## config.mk

```make
export PLATFORM = sky130hd
export DESIGN_NAME = gb_intc
export DESIGN_NICKNAME = d
export VERILOG_FILES = /design/src/rtl/gb_intc.sv
export SDC_FILE = /design/constraint.sdc
export NUM_CORES = 1
export LEC_CHECK = 0
export CAP_MARGIN = 20
export CELL_PAD_IN_SITES_DETAIL_PLACEMENT = 1
export CELL_PAD_IN_SITES_GLOBAL_PLACEMENT = 1
export CORE_MARGIN = 8
export CORE_UTILIZATION = 29
export CTS_BUF_LIST = sky130_fd_sc_hd__clkbuf_2 sky130_fd_sc_hd__clkbuf_4 sky130_fd_sc_hd__clkbuf_8
export CTS_CLUSTER_DIAMETER = 60
export CTS_CLUSTER_SIZE = 30
export DETAILED_ROUTE_END_ITERATION = 10
export PLACE_DENSITY = 0.81
export SYNTH_ARGS = -nofsm -noshare
export SYNTH_HDL_FRONTEND = slang
export SYNTH_SLANG_ARGS = --single-unit
```

## constraint.sdc

```tcl
create_clock -name CLK_n -period 3.6 [get_ports CLK_n]
set_input_delay 0.9 -clock CLK_n [delete_from_list [all_inputs] [get_ports CLK_n]]
set_output_delay 0.9 -clock CLK_n [all_outputs]
set_load 0.1 [all_outputs]
```

## src/rtl/gb_intc.sv

```systemverilog
// gb_intc: GameBoy IF/IE interrupt controller with RST vector supply on the ack cycle.
// Optional serviced-interrupt counters are built when GB_INTC_CNT_EN is defined.
module gb_intc #(
    parameter int          NSRC    = 5,
    parameter logic [7:0]  VECBASE = 8'h40
) (
    input  logic                CLK_n,
    input  logic                RESET_n,
    input  logic                CLKEN,
    input  logic [15:0]         A,
    input  logic [7:0]          DO,
    input  logic                MREQ_n,
    input  logic                RD_n,
    input  logic                WR_n,
    input  logic                IORQ_n,
    input  logic                M1_n,
    input  logic [NSRC-1:0]     irq_src,
    output logic                INT_n,
    output logic [7:0]          dout,
    output logic                dout_sel,
    output logic [8*NSRC-1:0]   irq_cnt
);
    typedef enum logic {S_IDLE, S_ACK} state_t;

    state_t            r_state, w_state_nxt;
    logic [NSRC-1:0]   r_if, r_hist, w_if_nxt, w_pend, w_sel, w_edge;
    logic [7:0]        r_ie, r_vec, w_vec_nxt;
    logic              r_wr_n, w_wr, w_ack_go, w_found;
    logic [2:0]        w_p;

    assign w_edge   = irq_src & ~r_hist;
    assign w_wr     = ~MREQ_n & ~WR_n & r_wr_n;
    assign w_pend   = r_if & r_ie[NSRC-1:0];
    assign w_sel    = w_pend & ~(w_pend - 1'b1);
    assign w_found  = |w_pend;
    assign w_ack_go = (r_state == S_IDLE) & ~IORQ_n & ~M1_n;

    always_comb begin
        w_p = 3'd0;
        for (int i = NSRC - 1; i >= 0; i--)
            if (w_pend[i]) w_p = i[2:0];
    end

    always_comb begin
        w_state_nxt = r_state;
        w_vec_nxt   = r_vec;
        if (r_state == S_IDLE && w_ack_go) begin
            w_state_nxt = S_ACK;
            w_vec_nxt   = w_found ? VECBASE + {2'b00, w_p, 3'b000} : 8'h00;
        end else if (r_state == S_ACK && IORQ_n) begin
            w_state_nxt = S_IDLE;
        end
    end

    // edge set is applied last so it wins over both a register write and an ack clear
    always_comb begin
        w_if_nxt = (w_wr && A == 16'hFF0F) ? DO[NSRC-1:0] : r_if;
        if (w_ack_go) w_if_nxt = w_if_nxt & ~w_sel;
        w_if_nxt = w_if_nxt | w_edge;
    end

    always_ff @(posedge CLK_n or negedge RESET_n) begin
        if (!RESET_n) begin
            r_state <= S_IDLE;
            r_vec   <= 8'h00;
            r_if    <= '0;
            r_ie    <= 8'h00;
            r_hist  <= '1;
            r_wr_n  <= 1'b1;
            INT_n   <= 1'b1;
        end else if (CLKEN) begin
            r_state <= w_state_nxt;
            r_vec   <= w_vec_nxt;
            r_if    <= w_if_nxt;
            r_hist  <= irq_src;
            r_wr_n  <= WR_n;
            INT_n   <= ~w_found;
            if (w_wr && A == 16'hFFFF) r_ie <= DO;
        end
    end

    always_comb begin
        dout     = 8'hFF;
        dout_sel = 1'b0;
        if (r_state == S_ACK && !IORQ_n) begin
            dout     = r_vec;
            dout_sel = 1'b1;
        end else if (!MREQ_n && !RD_n && (A == 16'hFF0F || A == 16'hFFFF)) begin
            dout     = (A == 16'hFF0F) ? {{(8-NSRC){1'b1}}, r_if} : r_ie;
            dout_sel = 1'b1;
        end
    end

`ifdef GB_INTC_CNT_EN
    logic [NSRC-1:0][7:0] r_cnt;

    always_ff @(posedge CLK_n or negedge RESET_n) begin
        if (!RESET_n) begin
            r_cnt <= '0;
        end else if (CLKEN && w_ack_go) begin
            for (int i = 0; i < NSRC; i++)
                if (w_sel[i] && r_cnt[i] != 8'hFF) r_cnt[i] <= r_cnt[i] + 8'd1;
        end
    end

    assign irq_cnt = r_cnt;
`else
    assign irq_cnt = '0;
`endif
endmodule

```

[After elaboration in Yosys (flattened, before gate mapping)]
Cells that the tools add are included.
Widths: inputs -> output; s select.
Word-level totals
  word-level logic and storage cells: 60
  input port bits: 37
  register bits after elaboration: 29
  output and inout port bits: 50
Operators by class
  muxes and demuxes: 15
  add/subtract/negate cells: 2
  bitwise operators: 18
  reductions and logical operators: 16
  eq/ne operators: 2
Operator list (number)
  $eq 16x16->1 const B: 2
  $mux 8: 4
  $and 5x5->5: 4
  $mux 3: 5
  $not 5->5: 3
  $mux 5: 2
  $add 7x6->8 const A: 1
  $logic_and 1x1->1: 7
  $not 1->1: 6
  $reduce_and 2->1: 3
  $or 5x5->5: 1
  $reduce_or 5->1: 1
  $sub 5x1->5 const B: 1
  $and 1x1->1: 4
  $mux 1: 4
  $logic_not 1->1: 3
  $reduce_bool 2->1: 1
  $logic_or 1x1->1: 1

[Logic depth before layout (Yosys ltp)]
Gate-level depths: netlist (run 1).
  depth after elaboration: 8
  gate-level depth with buffers: 5
  mapped depth without buffers: 4

[Worst setup path before layout (run 1)]
OpenSTA, ideal clock, no wires.
  kind: input-to-output
  start point: input A[7]
  end point: output dout[3]
  data required time: 2700 ps
  setup slack: -933 ps
  stages on the path: 4
  arrival: 3633 ps
  cell sequence: or4_4 > nor4_2 > nand2_1 > a41oi_1
On the way
  word-level cells in the longest chain between the ends: 5
  elaborated cells between the ends (all ways): 7
  classes of those cells: eq/ne (2); mux (3); reduce/logical (2)
Ends and longest elaborated chain
  start, declared: line 10  | input logic [15:0] A,
  $eq 16x16->1, on equally long branches: line 88, 89
  $logic_or 1x1->1: line 88  | end else if (!MREQ_n && !RD_n && (A == 16'hFF0F || A == 16'hFFFF)) begin
  $logic_and 1x1->1: line 88
  $mux 8 (*): line 88
  $mux 8 (*): line 85  | if (r_state == S_ACK && !IORQ_n) begin
  end, declared: line 19  | output logic [7:0] dout,
Mark *: on every way between the ends. The rest lies on a longest branch, timed or not.

[Final worst setup path (run 1)]
  start point: input A[4]
  end point: output dout[3]
Same word-level chain as after synthesis.

==> results of run 1 <==
[Yosys cell counts, types with 2 or more instances]
| master | instances | area (um^2) |
|---|---|---|
| nand4_1 | 10 | 62.6 |
| buf_4 | 40 | 300 |
| inv_1 | 2 | 7.51 |
| nor3_1 | 3 | 15.0 |
| nor2_1 | 13 | 48.8 |
| nand3_1 | 4 | 20.0 |
| o21ai_0 | 3 | 15.0 |
| a21oi_1 | 6 | 30.0 |
| dfrtp_1 | 18 | 450 |
| o211ai_1 | 5 | 37.5 |
| clkbuf_1 | 3 | 11.3 |
| a22oi_1 | 2 | 15.0 |
| and2_1 | 2 | 12.5 |
| a41oi_1 | 2 | 17.5 |
| mux2_2 | 14 | 158 |
| dfstp_2 | 7 | 184 |
| nand3b_1 | 5 | 37.5 |
| a31oi_1 | 3 | 18.8 |
| nand2_1 | 25 | 93.8 |
[metal layers]
layer / routed length, um / track usage [%] / vias up
met5: 0 / 0 / -
met4: 29 / 3.36 / 0
met3: 339 / 3.24 / 4
met2: 2770 / 22.5 / 49
met1: 2050 / 12.6 / 752
li1: - / - / 716
[area by class of cell]
type / count / area, um^2
fill: 680 / 3250
multi-input combinational: 153 / 1020
timing repair buffer: 69 / 727
sequential: 25 / 634
tap: 75 / 93.8
clock buffer: 3 / 41.3
clock inverter: 1 / 7.51
inverter: 2 / 7.51
[layout by cell type, fill, tap and decap left out, types with 2 or more instances in the layout]
cell type	n
clkbuf_8	3
o211ai_1	5
mux2_2	14
dlygate4sd2_1	13
nand4_1	10
buf_4	19
a31oi_4	3
dfrtp_1	18
dfstp_2	7
nor3_1	3
buf_6	4
clkdlybuf4s15_1	3
nor2_1	13
nand3b_1	5
a21oi_1	3
a21oi_2	2
nand2_4	2
nand2_2	2
buf_12	9
nand3_1	4
a41oi_4	2
nand2_1	21
conb_1	40
a22oi_1	2
clkdlybuf4s50_1	20
or4_4	2
o21ai_0	3
inv_1	2
and2_1	2
[worst paths after layout]
path	from	to	slack, ns	cells after the start
max	A[4]	dout[3]	0.08	8
min	INT_n$_DFFE_PN1P_	INT_n$_DFFE_PN1P_	0.50	2
max reg2reg	r_wr_n$_DFFE_PN1P_	r_ie[4]$_DFFE_PN0P_	1.43	4
min reg2reg	INT_n$_DFFE_PN1P_	INT_n$_DFFE_PN1P_	0.50	2
max in group asynchronous	RESET_n	r_hist[4]$_DFFE_PN1P_	2.14	2
min in group asynchronous	RESET_n	r_if[1]$_DFFE_PN0P_	0.93	1
[metrics by stage]
stage	hold WS, ns	worst slack [ns]	TNS, ns	cells
after detailed placement	0.484	-0.279	-1.74	320
after CTS	0.503	0.0179	0	327
after floorplan	0.448	0.0264	0	224
final	0.500	0.0813	0	328
after global placement	0.466	-0.224	-1.37	320
after global routing	0.520	0.00260	0	328
[power breakdown]
group | switching [uW] | internal, uW
logic | 294 | 88.7
registers | 5.11 | 294
clock network | 96.1 | 78.6
[worst reg2reg max path, delay by kind of cell, from the launching register on]
family           cells  cell delay (ns)
DFF                  1             0.55
muxes                1             0.42
and+or+nand+nor      3             1.09
[cell families after synthesis]
family                 count (synthesis)
and+or+nand+nor                       72
buffers and inverters                 46
AOI/OAI and AO/OA                     27
DFF                                   25
muxes                                 14
other                                  1
[timing repair]
| action | CTS | global route |
|---|---|---|
| pin swaps | 11 | 3 |
| setup endpoints to repair | 9 | 5 |
| setup buffers | 3 | 0 |
| gates resized for setup | 29 | 2 |
[state kept, by name (all words and copies together) (netlist names)]
name / flops
r_ie: 8
r_wr_n: 1
INT_n: 1
r_state: 1
r_if: 5
r_vec: 4
r_hist: 5
==> flow_summary.ini, run 1 <==
[placement]
dp_hpwl_um = 4300
gp_congestion = 0.830
port_buffers = 46
post_dp_cell_area_um2 = 2410

[synthesis]
synthesis.instances = 185
ys_warn_count = 0
yosys.area_share.xor_xnor_pct = 0
syn-cell-area_um2 = 1700
synthSimpleGateAreaFrac_pct = 22.1
synth_compound_area_share_pct = 11.5
synthAdderAreaFrac_pct = 0
async_reset_ff_share_pct = 100
synth_top_family_by_area = simple AND/OR/NAND/NOR gates
synth.distinct_cells = 37
syn-mean-instance-area_um2 = 9.17
seq_area_frac_synth_pct = 37.4
synth-edff-count = 0
ys.flop_type = dfrtp_1
synth-seq-cells = 25
synth_mux_area_share_pct = 9.29

[sta]
slew_viol_final = 0
tightestPinTransition_ns = 1.10
finClkSkew_ns = 0.000654
hold_violations = 0
post-route-period-util_pct = 97.7
grt_setup_unrepaired = no
setup_viol = 0
fin_crit_ns = 3.52
max-slew-margin-rel_pct = 24.5
fmax_mhz = 284

[die]
io_pins = 87
start_util_pct = 29.4
core_area_um2 = 5780
dieArea_um2 = 8550
rows = 28
fp.dieH_um = 92.5
die_w_um = 92.5

[final_layout]
antenna_cells = 0
drive_gt1_share_pct = 30.0
fin_util_pct = 43.7
final_net_count = 291
postLayoutCellArea_um2 = 2530
syn2layout_area_growth_pct = 49.0

[grt]
grt_pass1_vias = 1803
overflow = 0
grt_usage_pct = 11.9
grt_start_max_net_pins = 24
grt_antenna_before_repair = 0
grt_pass1_wl_um = 8400

[power]
leakagePower_uw = 0.00108
power_uw = 856
irDropWorstVdd_v = 0.000144
pwr_density_cell_nw_per_um2 = 339

[worst_setup_path]
cp_cell_sequence = clkdlybuf4s15_1 > or4_4 > buf_6 > nor4_4 > buf_4 > nand2_4 > a41oi_4 > buf_12
critPathSlowestCell = or4_4
worstSetupStartpointType = input pin
critPathMaxStageDelay_ns = 0.55
cp_max_fo = 3
endpoint_kind = primary output
crit_family = simple AND/OR/NAND/NOR gates
required_ns = 2.70
cp.arrival_ns = 2.62
path_buf_inv = 4
crit_type = input pin to primary output

[worst_hold_path]
hold_class = register to register

[clock_network]
htreeDepth = 1
cts_root_buf = clkbuf_8
cts_hold_buf = 0
cts_tree = done
clk_latency_ns = 0.27
cts_buffers = 3
path_clk_slew_ns = 0.09
clk_path_buf_depth = 2
clkSinkCount = 25

[detailed_routing]
drt_iter0_markers = 35
drt_wl_total_um = 5190
vias = 1521
drtPass1Iterations = 4
avgViaCountPerCell = 4.64
routedWlPerCell_um = 15.8
postRouteAntennaNets = 0
drcViolationCount = 0

[run]
max_cap_violations = 0

[run_status]
status = completed
(Power assumes the default switching activity.)
==> inputs of run 2 (changes only) <==
MAX_ROUTING_LAYER = met4   (was unset)
==> run 2 against run 1 <==
  * Maximum frequency decreased by 0.67%
  * Clock power about the same
  * Wire length decreased by 0.54%
  * Worst hold slack got worse by 0.0031 ns
  * Combinational power about the same
  * Register-to-register slack improved by 0.03 ns
  * Non-clock buffer count unchanged
  * Via count increased by 0.13%
  * Clock-buffer cell count unchanged
  * Largest power group unchanged
  * Highest routed layer unchanged
==> flow_summary.ini, run 2 (synthesis gave the netlist of run 1 again) <==
[sta]
whs_ns = 0.497
fmax_mhz = 282
setup_viol = 0
tightestPinTransition_ns = 0.864
max-slew-margin-rel_pct = 40.9
hold_violations = 0
slew_viol_final = 0
fin_crit_ns = 3.54
post-route-period-util_pct = 98.4
finClkSkew_ns = 0.00651

[placement]
dp.cells = 320
gp_congestion = 0.850
port_buffers = 46
dp_hpwl_um = 4150

[clock_network]
clkSinkCount = 25
htreeDepth = 1
cts_buffers = 3
cts_root_buf = clkbuf_8
clk_latency_ns = 0.28
cts_tree = done
path_clk_slew_ns = 0.10
cts_hold_buf = 0
clk_path_buf_depth = 2

[power]
irDropWorstVdd_v = 0.000258
pwr_density_cell_nw_per_um2 = 336
clockPowerShare_pct = 20.6
combPwrFrac_pct = 44.7
seqPwrFrac_pct = 34.7
leakagePower_uw = 0.00112
net-switching-power_uw = 398
p_int_uw = 463
swShare_pct = 46.2

[worst_setup_path]
cp_cell_sequence = buf_2 > or4_4 > or4_4 > nand2_2 > a41oi_4 > buf_12
path_common_cell = or4_4
required_ns = 2.70
critPathMaxStageDelay_ns = 0.63
cp_max_fo = 7
critPathSlowestCell = or4_4
cp.arrival_ns = 2.64
crit_family = simple AND/OR/NAND/NOR gates
endpoint_kind = primary output
path_buf_inv = 2
crit_type = input pin to primary output
worstSetupStartpointType = input pin

[final_layout]
syn2layout_area_growth_pct = 51.2
n_fill_cell = 669
largest_reg_flops = 8
final_common_cell = conb_1
antenna_cells = 0
fin_util_pct = 44.4
reg_top3 = r_ie x8, r_hist x5, r_if x5
final_cell_mix = 40 x conb_1, 20 x clkdlybuf4s50_1, 18 x buf_4, 18 x dfrtp_1, 17 x nand2_1
final_net_count = 291
instances_no_fill = 328
regMostFlops = r_ie
drive_gt1_share_pct = 32.8

[run]
max_cap_violations = 0

[grt]
grt_usage_pct = 12.4
grt_pass1_vias = 1791
overflow = 0
grt_antenna_before_repair = 0
grt_start_max_net_pins = 23
grt_pass1_wl_um = 8540

[detailed_routing]
drtPass1Iterations = 4
drt_wl_total_um = 5160
drcViolationCount = 0
drt_iter0_markers = 71
avgViaCountPerCell = 4.64
vias = 1523
postRouteAntennaNets = 0
routedWlPerCell_um = 15.7

[die]
fp.dieH_um = 92.5
die_w_um = 92.5
io_pins = 87
dieArea_um2 = 8550
rows = 28
start_util_pct = 29.4
core_area_um2 = 5780

[run_status]
status = completed

[worst_hold_path]
hold_class = register to register
run 2: changes by cell type in the layout (fill, tap and decap cells not counted), moves of 3 or more:
cell	previous run	this run
buf_2	0	3
dlygate4sd2_1	13	8
dlymetal6s2s_1	0	4
nand2_1	21	17
run 2: timing repair:
item,4_1_cts,5_1_grt
setup endpoints to repair,9,5
resized for setup,41,4
setup buffers,2,1
pin swaps,11,5
run 2: layout make-up:
cell class	count	area [um^2]	share of cell area (%)
Clock buffer	3	41.3	1.61
Clock inverter	1	7.51	0.293
Inverter	2	7.51	0.293
Multi-Input combinational cell	153	1040	40.4
Sequential cell	25	634	24.7
Tap cell	75	93.8	3.66
Timing Repair Buffer	69	744	29.0
run 2: per-layer routing:
| layer | global-route usage [%] | vias to the layer above | wire length [um] |
|---|---|---|---|
| met5 | - | - | 0 |
| met4 | 2.28 | 0 | 31 |
| met3 | 2.67 | 4 | 259 |
| met2 | 21.9 | 53 | 2710 |
| met1 | 14.1 | 751 | 2160 |
| li1 | - | 715 | - |
run 2: power groups by stage:
stage / registers, uW / clock network, uW / logic (uW)
4_1_cts: 299 / 183 / 382
5_1_grt: 300 / 195 / 398
3_5_place_dp: 304 / 0 / 386
6_report: 299 / 177 / 385
3_3_place_gp: 303 / 0 / 383
2_1_floorplan: 303 / 0 / 316
run 2: worst paths after layout:
check	startpoint	slack (ns)	cells after the start	endpoint
max	A[4]	0.06	6	dout[4]
min	INT_n$_DFFE_PN1P_	0.50	2	INT_n$_DFFE_PN1P_
min in group asynchronous	RESET_n	0.91	1	r_if[2]$_DFFE_PN0P_
max reg2reg	r_wr_n$_DFFE_PN1P_	1.46	4	r_ie[2]$_DFFE_PN0P_
min reg2reg	INT_n$_DFFE_PN1P_	0.50	2	INT_n$_DFFE_PN1P_
max in group asynchronous	RESET_n	2.21	2	INT_n$_DFFE_PN1P_
run 2: worst register-to-register path, stage by stage, from the launching register on:
cell	delay, ns
dfstp_2	0.54
nor3b_1	0.32
and2_1	0.32
nand3b_1	0.42
mux2_2	0.43
run 2: stage by stage:
step,TNS [ns],worst slack (ns),power (uW),instance area [um^2]
5_1_grt,-0.00168,-0.00163,893,2560
3_3_place_gp,-1.37,-0.226,686,2410
6_report,0,0.0575,861,2560
4_1_cts,0,0.00798,864,2520
2_1_floorplan,0,0.0264,619,1950
3_5_place_dp,-1.61,-0.287,690,2410
==> inputs of run 3 (changes only) <==
ABC_AREA = 1   (was unset)
PLACE_DENSITY = 0.82   (was 0.81)
clock period = 3.82 ns   (was 3.6 ns; I/O delays follow)
==> run 3 against run 2 <==
  * Critical path depth rose by 5
  * Sequential share of layout area grew 2.0 points
  * Worst hold slack worse by 0.017 ns
  * Cell count up 15%
==> flow_summary.ini, run 3 <==
[synthesis]
synth_commonest_cells = 61 x nand2_1, 41 x buf_4, 38 x inv_1, 19 x o21ai_0, 18 x dfrtp_1
ys.flop_type = dfrtp_1
synthesis.instances = 252
synth_top_area_share_pct = 24.7
synth.distinct_cells = 26
ys_warn_count = 0
syn-cell-area_um2 = 1820
yosysMostFrequentCell = nand2_1
seq_area_frac_synth_pct = 34.8
synth-edff-count = 0
ys_top_cells_by_area = dfrtp_1 25%, buf_4 17%, nand2_1 13%, dfstp_2 10%, inv_1 7.8%
async_reset_ff_share_pct = 100
syn-mean-instance-area_um2 = 7.23
synth_top_area_cell = dfrtp_1
synth-seq-cells = 25

[sta]
grt_setup_unrepaired = no
fmax_mhz = 278
fin_crit_ns = 3.60
tns_ns = 0
whs_ns = 0.480
setup_ws_ns = 0.217
setup_viol = 0
finClkSkew_ns = 0.00211
post-route-period-util_pct = 94.3
slew_viol_final = 0
hold_violations = 0

[placement]
port_buffers = 46
gp_congestion = 0.828
dp_slack_ns = 0.193
post_dp_cell_area_um2 = 2300
dp.cells = 371
dp_hpwl_um = 4250

[detailed_routing]
drt_wl_total_um = 4960
drt_iter0_markers = 67
avgViaCountPerCell = 4.23
vias = 1592
postRouteAntennaNets = 0
drcViolationCount = 0
drtPass1Iterations = 4
routedWlPerCell_um = 13.2

[final_layout]
final_net_count = 337
postLayoutCellArea_um2 = 2380
final_common_cell = nand2_1
antenna_cells = 0
largest_reg_flops = 8
instances_no_fill = 376
drive_gt1_share_pct = 15.4
final_cell_mix = 61 x nand2_1, 40 x conb_1, 38 x inv_1
reg_top3 = r_ie x8, r_hist x5, r_if x5
regMostFlops = r_ie
syn2layout_area_growth_pct = 30.4

[worst_setup_path]
worstSetupStartpointType = input pin
r2r-start = r_wr_n$_DFFE_PN1P_
cp.arrival_ns = 2.65
required_ns = 2.86
cp_max_fo = 8
crit_type = input pin to primary output
endpoint_kind = primary output
startpoint = A[2]

[clock_network]
cts_hold_buf = 0
htreeDepth = 1
post_cts_resized = 0
cts_root_buf = clkbuf_8
cts_buffers = 3
post-cts-setup-buffers = 0
cts_tree = done
clk_latency_ns = 0.28
clk_path_buf_depth = 2
path_clk_slew_ns = 0.10
clkSinkCount = 25

[power]
irDropWorstVdd_v = 0.000188
swShare_pct = 49.2
pwr_density_cell_nw_per_um2 = 381
p_int_uw = 460
seqPwrFrac_pct = 31.8
leakagePower_uw = 0.00118
clockPowerShare_pct = 18.7
combPwrFrac_pct = 49.5
net-switching-power_uw = 446

[worst_hold_path]
hold_start = r_hist[2]$_DFFE_PN1P_
hold_class = register to register

[run]
max_cap_violations = 0

[run_status]
status = completed

[die]
io_pins = 87
fp.dieH_um = 95.3
core_area_um2 = 6200
rows = 29
start_util_pct = 29.4
die_w_um = 95.3
dieArea_um2 = 9080

[grt]
grt_pass1_wl_um = 8110
overflow = 0
grt_pass1_vias = 1724
grt_antenna_before_repair = 0
grt_start_max_net_pins = 24
grt_usage_pct = 11.6
## run 3: critical path: stages
cell             delay [ns]
clkdlybuf4s50_1        0.47
nand2_1                0.06
inv_1                  0.06
nand2_1                0.07
nor2_2                 0.17
nand2_2                0.14
inv_2                  0.13
o21ai_1                0.09
nand2_2                0.15
nand2_1                0.14
buf_12                 0.19
## run 3: through the flow
stage,total power (uW),util [%]
6_report,906,38.3
4_1_cts,909,37.9
3_3_place_gp,735,37.1
2_1_floorplan,647,-
5_1_grt,943,38.3
3_5_place_dp,740,37.1
## run 3: final timing paths
kind	end	slack, ns	cells past startpoint
worst min register to register	r_hist[2]$_DFFE_PN1P_	0.48	2
worst max register to register	r_if[1]$_DFFE_PN0P_	2.20	7
min in group asynchronous	r_vec[6]$_DFFE_PN0P_	0.98	1
worst min-delay path	r_hist[2]$_DFFE_PN1P_	0.48	2
worst max-delay path	dout[3]	0.22	11
max in group asynchronous	r_hist[4]$_DFFE_PN1P_	2.20	3
## run 3: layout make-up
| type | instances | area (um^2) |
|---|---|---|
| Fill cell | 794 | 3830 |
| Inverter | 41 | 154 |
| Tap cell | 77 | 96.3 |
| Multi-Input combinational cell | 180 | 853 |
| Clock buffer | 3 | 41.3 |
| Timing Repair Buffer | 49 | 591 |
| Clock inverter | 1 | 7.51 |
| Sequential cell | 25 | 634 |
## run 3: logic make-up (layout without fill, tap and decap cells)
logic type | count (synthesis) | in the layout | synth area share [%]
buf+inv | 86 | 94 | 26.6
compound gates | 36 | 36 | 11.8
simple gates | 104 | 104 | 26.6
other cells | 1 | 40 | 0.206
flops | 25 | 25 | 34.8
## run 3: power groups by stage
| stage | sequential, uW | clock (uW) | combinational [uW] |
|---|---|---|---|
| finish | 288 | 169 | 449 |
| CTS | 288 | 173 | 447 |
| global route | 290 | 184 | 470 |
| global placement | 292 | 0 | 442 |
| detailed placement | 293 | 0 | 447 |
| floorplan | 297 | 0 | 350 |
## run 3: metal layers
metal / share of wire [%] / vias up / global-route usage [%]
li1: - / 796 / -
met4: 1.6 / 0 / 4.03
met2: 52 / 47 / 20.1
met3: 6.0 / 6 / 1.50
met5: 0 / - / -
met1: 40 / 743 / 13.3
